--- src/rtl/apb_pkg.sv ---
// Shared APB definitions: FSM state encoding, default bus widths, timer-slave register map.
// Pure declarations; no latency or backpressure of its own.
package apb_pkg;

  localparam int ADDR_W_DEF = 5;
  localparam int DATA_W_DEF = 32;

  // 2'b11 is not a legal state; the master treats it as IDLE.
  typedef enum logic [1:0] {
    IDLE   = 2'b00,
    SETUP  = 2'b01,
    ACCESS = 2'b10
  } apb_state_t;

  localparam int TIMER_CTRL_OFS    = 0;
  localparam int TIMER_TIMEOUT_OFS = 1;

  // Wait-counter value at which the last allowed PREADY-low ACCESS cycle is reached.
  function automatic logic [7:0] wait_last(input int to_cycles);
    return 8'(to_cycles - 1);
  endfunction

endpackage

--- src/rtl/apb_wait_timer.sv ---
// Counts PREADY-low ACCESS cycles and flags the last allowed one; EXPIRED is combinational
// from the registered count. TO_CYCLES=0 never expires. No backpressure.
module apb_wait_timer
  import apb_pkg::*;
#(
  parameter int TO_CYCLES = 16
) (
  input  logic SYSCLK,
  input  logic RST,
  input  logic CLR,
  input  logic INC,
  output logic EXPIRED
);

  localparam logic [7:0] LAST = wait_last(TO_CYCLES);

  if (TO_CYCLES < 0 || TO_CYCLES > 255) begin : g_bad_to_cycles
    $error("apb_wait_timer: TO_CYCLES must be in 0..255");
  end

  logic [7:0] wait_cnt;

  // Saturate so an unlimited wait (TO_CYCLES=0) cannot wrap the counter.
  always_ff @(posedge SYSCLK) begin
    if (RST || CLR) begin
      wait_cnt <= '0;
    end else if (INC && wait_cnt != 8'hFF) begin
      wait_cnt <= wait_cnt + 8'd1;
    end
  end

  assign EXPIRED = (TO_CYCLES != 0) && (wait_cnt == LAST);

endmodule

--- src/rtl/apb_master.sv ---
// APB initiator: command handshake -> SETUP -> ACCESS (+ wait states) -> one-cycle response, 3 cycles min.
// CMD_READY only in IDLE or in a completing ACCESS cycle; responses are never backpressured.
module apb_master
  import apb_pkg::*;
#(
  parameter int ADDR_W    = ADDR_W_DEF,
  parameter int DATA_W    = DATA_W_DEF,
  parameter int TO_CYCLES = 16
) (
  input  logic              SYSCLK,
  input  logic              RST,
  input  logic              CMD_VALID,
  output logic              CMD_READY,
  input  logic              CMD_WRITE,
  input  logic [ADDR_W-1:0] CMD_ADDR,
  input  logic [DATA_W-1:0] CMD_WDATA,
  output logic              RSP_VALID,
  output logic [DATA_W-1:0] RSP_RDATA,
  output logic              RSP_ERR,
  output logic              PSEL,
  output logic              PENABLE,
  output logic              PWRITE,
  output logic [ADDR_W-1:0] PADDR,
  output logic [DATA_W-1:0] PWDATA,
  input  logic [DATA_W-1:0] PRDATA,
  input  logic              PREADY
);

  apb_state_t state;
  logic       in_access;
  logic       cmd_hs;
  logic       expired;
  logic       wait_clr;
  logic       wait_inc;

  assign in_access = (state == ACCESS);
  assign CMD_READY = !RST && ((state == IDLE) || (in_access && PREADY));
  assign cmd_hs    = CMD_VALID && CMD_READY;
  assign wait_clr  = (state == SETUP);
  assign wait_inc  = in_access && !PREADY && !expired;

  apb_wait_timer #(
    .TO_CYCLES(TO_CYCLES)
  ) u_wait_timer (
    .SYSCLK (SYSCLK),
    .RST    (RST),
    .CLR    (wait_clr),
    .INC    (wait_inc),
    .EXPIRED(expired)
  );

  always_ff @(posedge SYSCLK) begin
    if (RST) begin
      state     <= IDLE;
      PSEL      <= 1'b0;
      PENABLE   <= 1'b0;
      PWRITE    <= 1'b0;
      PADDR     <= '0;
      PWDATA    <= '0;
      RSP_VALID <= 1'b0;
      RSP_RDATA <= '0;
      RSP_ERR   <= 1'b0;
    end else begin
      RSP_VALID <= 1'b0;
      case (state)
        IDLE: begin
          if (cmd_hs) begin
            PWRITE  <= CMD_WRITE;
            PADDR   <= CMD_ADDR;
            PWDATA  <= CMD_WDATA;
            PSEL    <= 1'b1;
            PENABLE <= 1'b0;
            state   <= SETUP;
          end
        end
        SETUP: begin
          PENABLE <= 1'b1;
          state   <= ACCESS;
        end
        ACCESS: begin
          if (PREADY) begin
            RSP_VALID <= 1'b1;
            RSP_ERR   <= 1'b0;
            RSP_RDATA <= PWRITE ? '0 : PRDATA;
            // A command accepted on the completing edge goes straight to SETUP.
            if (cmd_hs) begin
              PWRITE  <= CMD_WRITE;
              PADDR   <= CMD_ADDR;
              PWDATA  <= CMD_WDATA;
              PENABLE <= 1'b0;
              state   <= SETUP;
            end else begin
              PSEL    <= 1'b0;
              PENABLE <= 1'b0;
              state   <= IDLE;
            end
          end else if (expired) begin
            RSP_VALID <= 1'b1;
            RSP_ERR   <= 1'b1;
            RSP_RDATA <= '0;
            PSEL      <= 1'b0;
            PENABLE   <= 1'b0;
            state     <= IDLE;
          end
        end
        default: begin
          PSEL    <= 1'b0;
          PENABLE <= 1'b0;
          state   <= IDLE;
        end
      endcase
    end
  end

endmodule

--- config.mk ---
export PLATFORM = sky130hd
export DESIGN_NAME = apb_master
export DESIGN_NICKNAME = d
export VERILOG_FILES = /design/src/rtl/apb_pkg.sv /design/src/rtl/apb_wait_timer.sv /design/src/rtl/apb_master.sv
export SDC_FILE = /design/constraint.sdc
export NUM_CORES = 1
export LEC_CHECK = 0
export ABC_AREA = 1
export CAP_MARGIN = 15
export CORE_MARGIN = 2
export CORE_UTILIZATION = 41
export CTS_CLUSTER_SIZE = 24
export DETAILED_ROUTE_END_ITERATION = 12
export PLACE_DENSITY = 0.91
export SLEW_MARGIN = 20
export SYNTH_ARGS = -nofsm -noshare
export SYNTH_HDL_FRONTEND = slang
export SYNTH_SLANG_ARGS = --single-unit
--- constraint.sdc ---
create_clock -name SYSCLK -period 1.8 [get_ports SYSCLK]
set_input_delay 0.18 -clock SYSCLK [delete_from_list [all_inputs] [get_ports SYSCLK]]
set_output_delay 0.18 -clock SYSCLK [all_outputs]
set_load 0.01 [all_outputs]
; ---- After elaboration in Yosys (flattened, before gate mapping)
; Cells that the tools add are included.
[totals]
regBits = 84
inputBits = 74
[classes]
muxes = 29
n_eq_ne = 8
reduce_logical = 19
bitwise = 2
addsub = 1
[ops]
columns = cell, n
row1 = two-way mux 32 bit, 5
row2 = one-hot mux 32 bit (2 select lines), 1
row3 = two-way mux 1 bit, 13
row4 = two-way mux 5 bit, 2
row5 = one-hot mux 5 bit (2 select lines), 1
row6 = adder 8 x 1 -> 8 bit (second input constant), 1
row7 = == test 8 x 4 -> 1 bit (second input constant), 1
row8 = != test 8 bit (second input constant), 1
row9 = logical AND 1 bit, 6
row10 = two-way mux 2 bit, 3
row11 = one-hot mux 1 bit (3 select lines), 2
row12 = one-hot mux 2 bit (3 select lines), 1
row13 = AND reduction 2 bit, 3
row14 = != test 2 bit (second input constant), 2
row15 = AND reduction 4 bit, 1
row16 = nonzero test 2 bit, 2
row17 = zero test 1 bit, 3
row18 = != test 3 x 2 -> 1 bit (second input constant), 1
row19 = != test 3 bit (second input constant), 1
row20 = == test 2 x 1 -> 1 bit (second input constant), 1
row21 = == test 2 bit (second input constant), 1
row22 = zero test 2 bit, 1
row23 = logical OR 1 bit, 2
row24 = inverter 1 bit, 2
row25 = other kinds (2), 2

; ---- Depth between registers and ports, before layout
; Gate-level depths: netlist of run 1.
[depth]
depth_word = 8
ltp_mapped = 10
mapped_depth_nobuf = 8

; ---- Modules after synthesis
; Synthesis of run 1 repeated with hierarchy kept, for this count alone.
[hier_totals]
cells_unflattened = 414
area_unflattened_um2 = 3149.3
[by_module_without_submodules]
columns = mod, cells_per_inst, seq_area_each_um2, n_inst, area_each_um2
row1 = apb_master, 342, 1501.4, 1, 2663.8
row2 = apb_wait_timer, 72, 160.2, 1, 485.5

; ---- Worst setup path before layout of run 1
; No wires, ideal clock.
[synth_path]
kind = register to register
start = register PENABLE (netlist name)
end = register PADDR[0]
arrival_ps = 1268
stages_incl_launch_ff = 10
synth_period_minus_slack_ps = 1400
setup_ps = 132
n_path_buf = 2
setup_slack_ps = 400
path_cell_list = dfxtp_1 > inv_2 > nor2_4 > nand2_2 > nand2_1 > nand3_2 > buf_4 > buf_2 > nand2_1 > a21oi_1
[synth_lines]
columns = item, line_no
row1 = end signal: assignment, apb_master.sv:58  ; PADDR <= '0;
row2 = end signal: assignment, apb_master.sv:69  ; PADDR <= CMD_ADDR;
row3 = end signal: assignment, apb_master.sv:88  ; PADDR <= CMD_ADDR;
row4 = end: declaration, apb_master.sv:23  ; output logic [ADDR_W-1:0] PADDR,

; ---- Final worst setup path of run 1
[layout_path]
start = register u_wait_timer.wait_cnt[1]
end = register RSP_RDATA[23]
[layout_between]
elab_chain_len = 3
[layout_rtl]
columns = item, line_no
row1 = start: declaration, apb_wait_timer.sv:21  ; logic [7:0] wait_cnt;
row2 = start signal: assignment, apb_wait_timer.sv:28  ; wait_cnt <= wait_cnt + 8'd1;
row3 = == test 8 x 4 -> 1 bit, apb_wait_timer.sv:32  ; assign EXPIRED = (TO_CYCLES != 0) && (wait_cnt == LAST);
row4 = nonzero test 2 bit (no line), --
row5 = AND reduction 2 bit (no line), --
row6 = end signal: assignment, apb_master.sv:84  ; RSP_RDATA <= PWRITE ? '0 : PRDATA;
row7 = end: declaration, apb_master.sv:18  ; output logic [DATA_W-1:0] RSP_RDATA,
; No other way between the ends.
; A chain may end at the register's enable or synchronous reset.

==> flow_summary.json, run 1 <==
{
  "status": "finished, final reports clean",
  "leakage_nw": 1.77,
  "multiInputGateArea_mm2": 0.00128,
  "dp_hpwl_um": 6530,
  "clock_path_buffers": 2,
  "post_cts_buffers": 0,
  "gr-usage-all-layers": 0.213,
  "min_period_ns": 1.65,
  "drt_iter0_drc": 169,
  "grt_pass1_vias": 3226,
  "wl_per_cell_um": 13.2,
  "worstSetupPathType": "register to register",
  "crit_cells": 7,
  "power_mw": 3.79,
  "synth.top_cells.by_area": "dfxtp_1, nand2_1, a21oi_1, nand3_1, inv_1",
  "synth_fp_nets": 491,
  "slowest_stage": "dfxtp_1",
  "ys_types": 23,
  "ir_drop_mv": 0.506,
  "rsz0062_at_grt": "no",
  "cp.arrival_ns": 1.87,
  "synth_edf_count": 0,
  "routed_wl_um": 8830,
  "ys_ff_latch": 83,
  "yosysWarnings": 0,
  "vias": 3224,
  "synth.yosys.seq_area_share": 0.531,
  "synth_flop_cell": "dfxtp_1",
  "initial_utilization": 0.427,
  "yosys.area.top_type": "dfxtp_1",
  "syn_area_mm2": 0.00313,
  "final_util": 0.671,
  "h-tree-depth": 3,
  "fp.dieW_um": 91.3,
  "drcViolationCount": 0,
  "reg2reg_depth": 7,
  "slew_viol_final": 0,
  "drt_pass1_iterations": 4,
  "io_pins": 149,
  "synthToLayoutAreaGrowth_pct": 57.4,
  "gp_routability_congestion": 0.856,
  "regArea_mm2": 0.00166,
  "worst_clock_skew_ns": 0.0159,
  "power-per-cell-area_mw_per_mm2": 770,
  "ant_nets": 0,
  "cap_viol_max_count": 0,
  "cts_root_buffer": "clkbuf_8",
  "dieArea_mm2": 0.00834,
  "fin_crit_sh": 0.917,
  "die_y_um": 91.3,
  "row_count": 31,
  "io_buffers": 148,
  "finalSetupTns_ns": 0,
  "max_stage_delay_ns": 0.39,
  "clkTransAtPathRegs_ns": 0.09,
  "holdPathStages": 4,
  "tightest_slew_ns": 0.407,
  "synthCells": 416,
  "layout-drive-gt1-share": 0.0600,
  "max_freq_ghz": 0.606,
  "fillers": 590,
  "crit_buf_inv": 1,
  "cts_buffers": 9,
  "cts_tree": "built",
  "synth_top_area_frac": 0.531,
  "antenna_found_initial": 1,
  "critPathLaunchType": "register",
  "vias_per_cell": 4.83,
  "grt_pass1_wl_um": 14400,
  "cpLargestDelayFamily": "simple AND/OR/NAND/NOR gates",
  "hold_viol": 0,
  "cp_cell_sequence": "ha_1, nand3_1, nor2_1, o21ai_2, buf_4, nand2_1, a21oi_1",
  "coreArea_mm2": 0.00733,
  "clk-insertion-delay-late_ns": 0.36,
  "grt_start_max_net_pins": 40,
  "min_path_type": "input port to register",
  "end_kind": "register",
  "setup_viol": 0,
  "required_ns": 2.02,
  "max_slew_margin": 0.728,
  "ys_async_sr_fraction": 0,
  "nNetsFinal": 638,
  "clock-sinks": 83,
  "synth_area_per_cell_um2": 7.52,
  "grt_overflow_total": 0,
  "cp_max_fo": 20
}
[cell type report]
cell class,instances,area share
inverter,17,0.0130
sequential,83,0.338
clock buffer,10,0.0259
antenna,1,0.000508
timing repair buffer,159,0.324
tap,99,0.0252
clock inverter,5,0.0127
multi-input combinational,293,0.261
[final timing paths]
kind	startpoint	slack, ns	endpoint
worst max-delay path	u_wait_timer.wait_cnt[1]	0.15	RSP_RDATA[23]
worst min-delay path	RST	0.19	PSEL
worst max register to register	u_wait_timer.wait_cnt[1]	0.15	RSP_RDATA[23]
worst min register to register	RSP_RDATA[10]	0.46	RSP_RDATA[10]
[cell usage in the layout, fill, tap and decap left out, types with 2 or more instances in the layout]
cell type	instances
dfxtp_1	82
nor2_1	13
buf_12	3
clkdlybuf4s50_1	146
nand2_1	168
inv_2	2
nand3b_1	2
clkbuf_8	9
inv_1	15
clkinvlp_4	2
xor2_1	2
a21oi_1	80
nand3_1	13
buf_4	8
nand4_1	2
inv_6	2
o21ai_0	3
nor3_1	2
[worst min-delay path, stage by stage]
cell     delay (ns)
buf_2          0.11
inv_1          0.09
nand2_1        0.08
nor2_1         0.04
[what timing repair did]
action	in CTS	in global routing
hold buffers	0	0
gates resized for setup	1	2
setup endpoints to repair	1	2
[per-stage QoR]
stage          std cells  setup WS, ns  cell area, µm²  hold slack [ns]
2_1_floorplan        416         0.400            3130            0.323
3_3_place_gp         651         0.129            4730            0.447
3_5_place_dp         651         0.120            4730            0.455
4_1_cts              666        0.0880            4920            0.178
5_1_grt              667        0.0191            4920            0.203
6_report             667         0.149            4920            0.186
[where the power goes]
| part | internal, mW | leakage [nW] | switching [mW] |
|---|---|---|---|
| logic | 0.307 | 1.01 | 0.223 |
| clock network | 0.644 | 0.0894 | 0.682 |
| registers | 1.90 | 0.674 | 0.0347 |
| total | 2.85 | 1.77 | 0.939 |
[routing by layer]
layer,GRT usage,up-vias,part of all wire
met4,0.110,0,0.024
met3,0.0739,18,0.087
met2,0.357,129,0.49
li1,-,1621,-
met5,0,-,0
met1,0.240,1456,0.40
[synthesized netlist by cell type (2+ instances only)]
library cell	n
nand4_1	2
inv_2	2
nor3_1	2
a21oi_1	80
o21ai_0	4
nor2_1	13
xor2_1	2
nand3b_1	2
nand3_1	13
clkbuf_1	9
inv_1	15
nand2_1	168
dfxtp_1	83
buf_2	11
buf_6	2
[state kept, by name, summed over array words and instances, names as in the netlist]
name                   count
RSP_ERR                    1
RSP_VALID                  1
RSP_RDATA                 32
PSEL                       1
PWRITE                     1
state                      1
PWDATA                    32
PADDR                      5
PENABLE                    1
u_wait_timer.wait_cnt      8
[logic make-up (layout without fill, tap and decap cells)]
family | Yosys count | in the layout | share of synthesized area
and+or+nand+nor | 204 | 204 | 0.261
DFF | 83 | 83 | 0.531
adders and majority gates | 1 | 1 | 0.00400
AOI/OAI and AO/OA | 85 | 85 | 0.137
xor gates and xnor gates | 3 | 3 | 0.00840
other | 0 | 1 | 0
buffers and inverters | 40 | 191 | 0.0584
Note: power is estimated with default switching activity, not from simulation.
==> run 2: changes to the inputs <==
CTS_BUF_LIST = sky130_fd_sc_hd__clkbuf_16   (was unset)
SETUP_SLACK_MARGIN = 0.2   (was unset)
==> run 2 against run 1 <==
Against the previous run: via count increased by 0.99%; utilization increased by 1.8 points; critical endpoint is now RSP_RDATA[7]; largest cell class unchanged; count of clock-buffer cells in the layout decreased by 1; die area unchanged; global-route usage increased by 0.28 points; fmax increased by 9.6%; largest power group unchanged; power increased by 13%; cell area increased by 2.7%; first-iteration DRC count increased by 24%; sequential cell count unchanged.
==> flow_summary.json, run 2 (synthesized netlist as in run 1, its figures left out) <==
{
  "status": "finished, final reports clean",
  "worstSetupPathType": "register to register",
  "grt_start_max_net_pins": 40,
  "tightest_slew_ns": 0.408,
  "clkTransAtPathRegs_ns": 0.06,
  "timing.rr.end": "RSP_RDATA[7]",
  "hold_viol": 0,
  "gr-usage-all-layers": 0.216,
  "clk-insertion-delay-late_ns": 0.33,
  "p_sw_mw": 0.996,
  "setup_viol": 0,
  "coreArea_mm2": 0.00733,
  "row_count": 31,
  "nNetsFinal": 639,
  "max_freq_ghz": 0.664,
  "max_stage_delay_ns": 0.38,
  "final_util": 0.690,
  "finalSetupTns_ns": 0,
  "grt_overflow_total": 0,
  "r2r_start": "u_wait_timer.wait_cnt[1]",
  "drt_pass1_iterations": 4,
  "fillers": 565,
  "initial_utilization": 0.427,
  "ir_drop_mv": 0.503,
  "min_period_ns": 1.51,
  "top_regs": "PWDATA: 32 flops, RSP_RDATA: 32 flops, u_wait_timer.wait_cnt: 8 flops",
  "cpLargestDelayFamily": "simple AND/OR/NAND/NOR gates",
  "layout_commonest_cell": "nand2_1",
  "final_cell_mix": "nand2_1, clkdlybuf4s50_1, dfxtp_1",
  "clockPowerShare": 0.423,
  "fin_crit_sh": 0.837,
  "vias": 3256,
  "gp_routability_congestion": 0.856,
  "crit_buf_inv": 1,
  "layout-drive-gt1-share": 0.0722,
  "required_ns": 2.00,
  "h-tree-depth": 3,
  "cp.arrival_ns": 1.71,
  "clock_path_buffers": 2,
  "r2r_slack_ns": 0.29,
  "min-delay-start": "RST",
  "rsz0062_at_grt": "no",
  "holdPathStages": 4,
  "cp_cell_sequence": "ha_2, nand3_2, nor2_4, o21ai_2, buf_4, nand2_1, a21oi_1",
  "whs_endpoint": "PSEL",
  "clock-sinks": 83,
  "grt_pass1_vias": 3248,
  "min_path_type": "input port to register",
  "pwr-share-seq": 0.453,
  "cp_max_fo": 13,
  "vias_per_cell": 4.87,
  "ant_nets": 0,
  "worst_clock_skew_ns": 0.0106,
  "io_pins": 149,
  "reg2reg_depth": 7,
  "antenna_found_initial": 1,
  "p_sw_frac": 0.233,
  "p_comb_frac": 0.124,
  "cts_buffers": 9,
  "multiInputGateArea_mm2": 0.00131,
  "die_y_um": 91.3,
  "routed_wl_um": 9040,
  "wl_per_cell_um": 13.5,
  "drt_iter0_drc": 209,
  "leakage_nw": 1.82,
  "grt_pass1_wl_um": 14600,
  "fp.dieW_um": 91.3,
  "dp_hpwl_um": 6530,
  "cts_root_buffer": "clkbuf_16",
  "critPathLaunchType": "register",
  "cts_tree": "built",
  "cellInternalPower_mw": 3.28,
  "dieArea_mm2": 0.00834,
  "slowest_stage": "dfxtp_1",
  "regArea_mm2": 0.00166,
  "slew_viol_final": 0,
  "io_buffers": 148,
  "end_kind": "register",
  "synthToLayoutAreaGrowth_pct": 61.6,
  "power-per-cell-area_mw_per_mm2": 846,
  "drcViolationCount": 0,
  "max_slew_margin": 0.728,
  "cap_viol_max_count": 0
}
-- run 2: through the flow --
step,total power [mW],area (µm²),cells,hold slack (ns),setup slack [ns]
global route,4.42,5050,668,0.236,0.208
finish,4.27,5050,668,0.212,0.294
CTS,4.29,5020,666,0.203,0.160
detailed placement,2.51,4730,651,0.455,0.120
global placement,2.49,4730,651,0.447,0.129
floorplan,2.17,3130,416,0.323,0.400
-- run 2: power groups by stage --
stage / combinational (mW) / clock (mW) / sequential [mW]
final: 0.532 / 1.81 / 1.93
after global routing: 0.577 / 1.90 / 1.94
after CTS: 0.534 / 1.83 / 1.93
after detailed placement: 0.531 / 0 / 1.97
after global placement: 0.520 / 0 / 1.97
after floorplan: 0.168 / 0 / 2.00
-- run 2: cell type report --
class	instances	area share
flip-flops and latches	83	0.329
repair buffers	160	0.317
multi-input cells	293	0.259
clock buffers	9	0.0446
well taps	99	0.0245
clock inverters	6	0.0131
inverters	17	0.0126
diodes	1	0.000495
-- run 2: routing by layer --
layer  part of all wire  global-route usage  routed length [µm]
met4              0.028               0.117                 252
met1               0.39               0.241                3550
met5                  0                   0                   0
met2               0.49               0.364                4450
met3              0.087              0.0705                 784
-- run 2: worst max-delay path by stage --
stage	cells past startpoint	slack [ns]	end	from
after detailed placement	4	0.12	CMD_READY	PREADY
after global routing	7	0.21	RSP_RDATA[7]	u_wait_timer.wait_cnt[0]
after floorplan	9	0.40	PADDR[0]	PENABLE
final	7	0.29	RSP_RDATA[7]	u_wait_timer.wait_cnt[1]
after global placement	4	0.13	CMD_READY	PREADY
after CTS	7	0.16	RSP_RDATA[30]	u_wait_timer.wait_cnt[1]
-- run 2: tightest hold or removal path, delay by kind of cell --
family	cells	cell delay (ns)
buffers and inverters	2	0.20
AND/OR/NAND/NOR	2	0.12
-- run 2: what timing repair did --
action	CTS	global route
buffers inserted	0	1
gates cloned	0	0
gates resized for setup	3	10
hold buffers	0	0
endpoints found under the setup margin	19	48
pin swaps	0	1
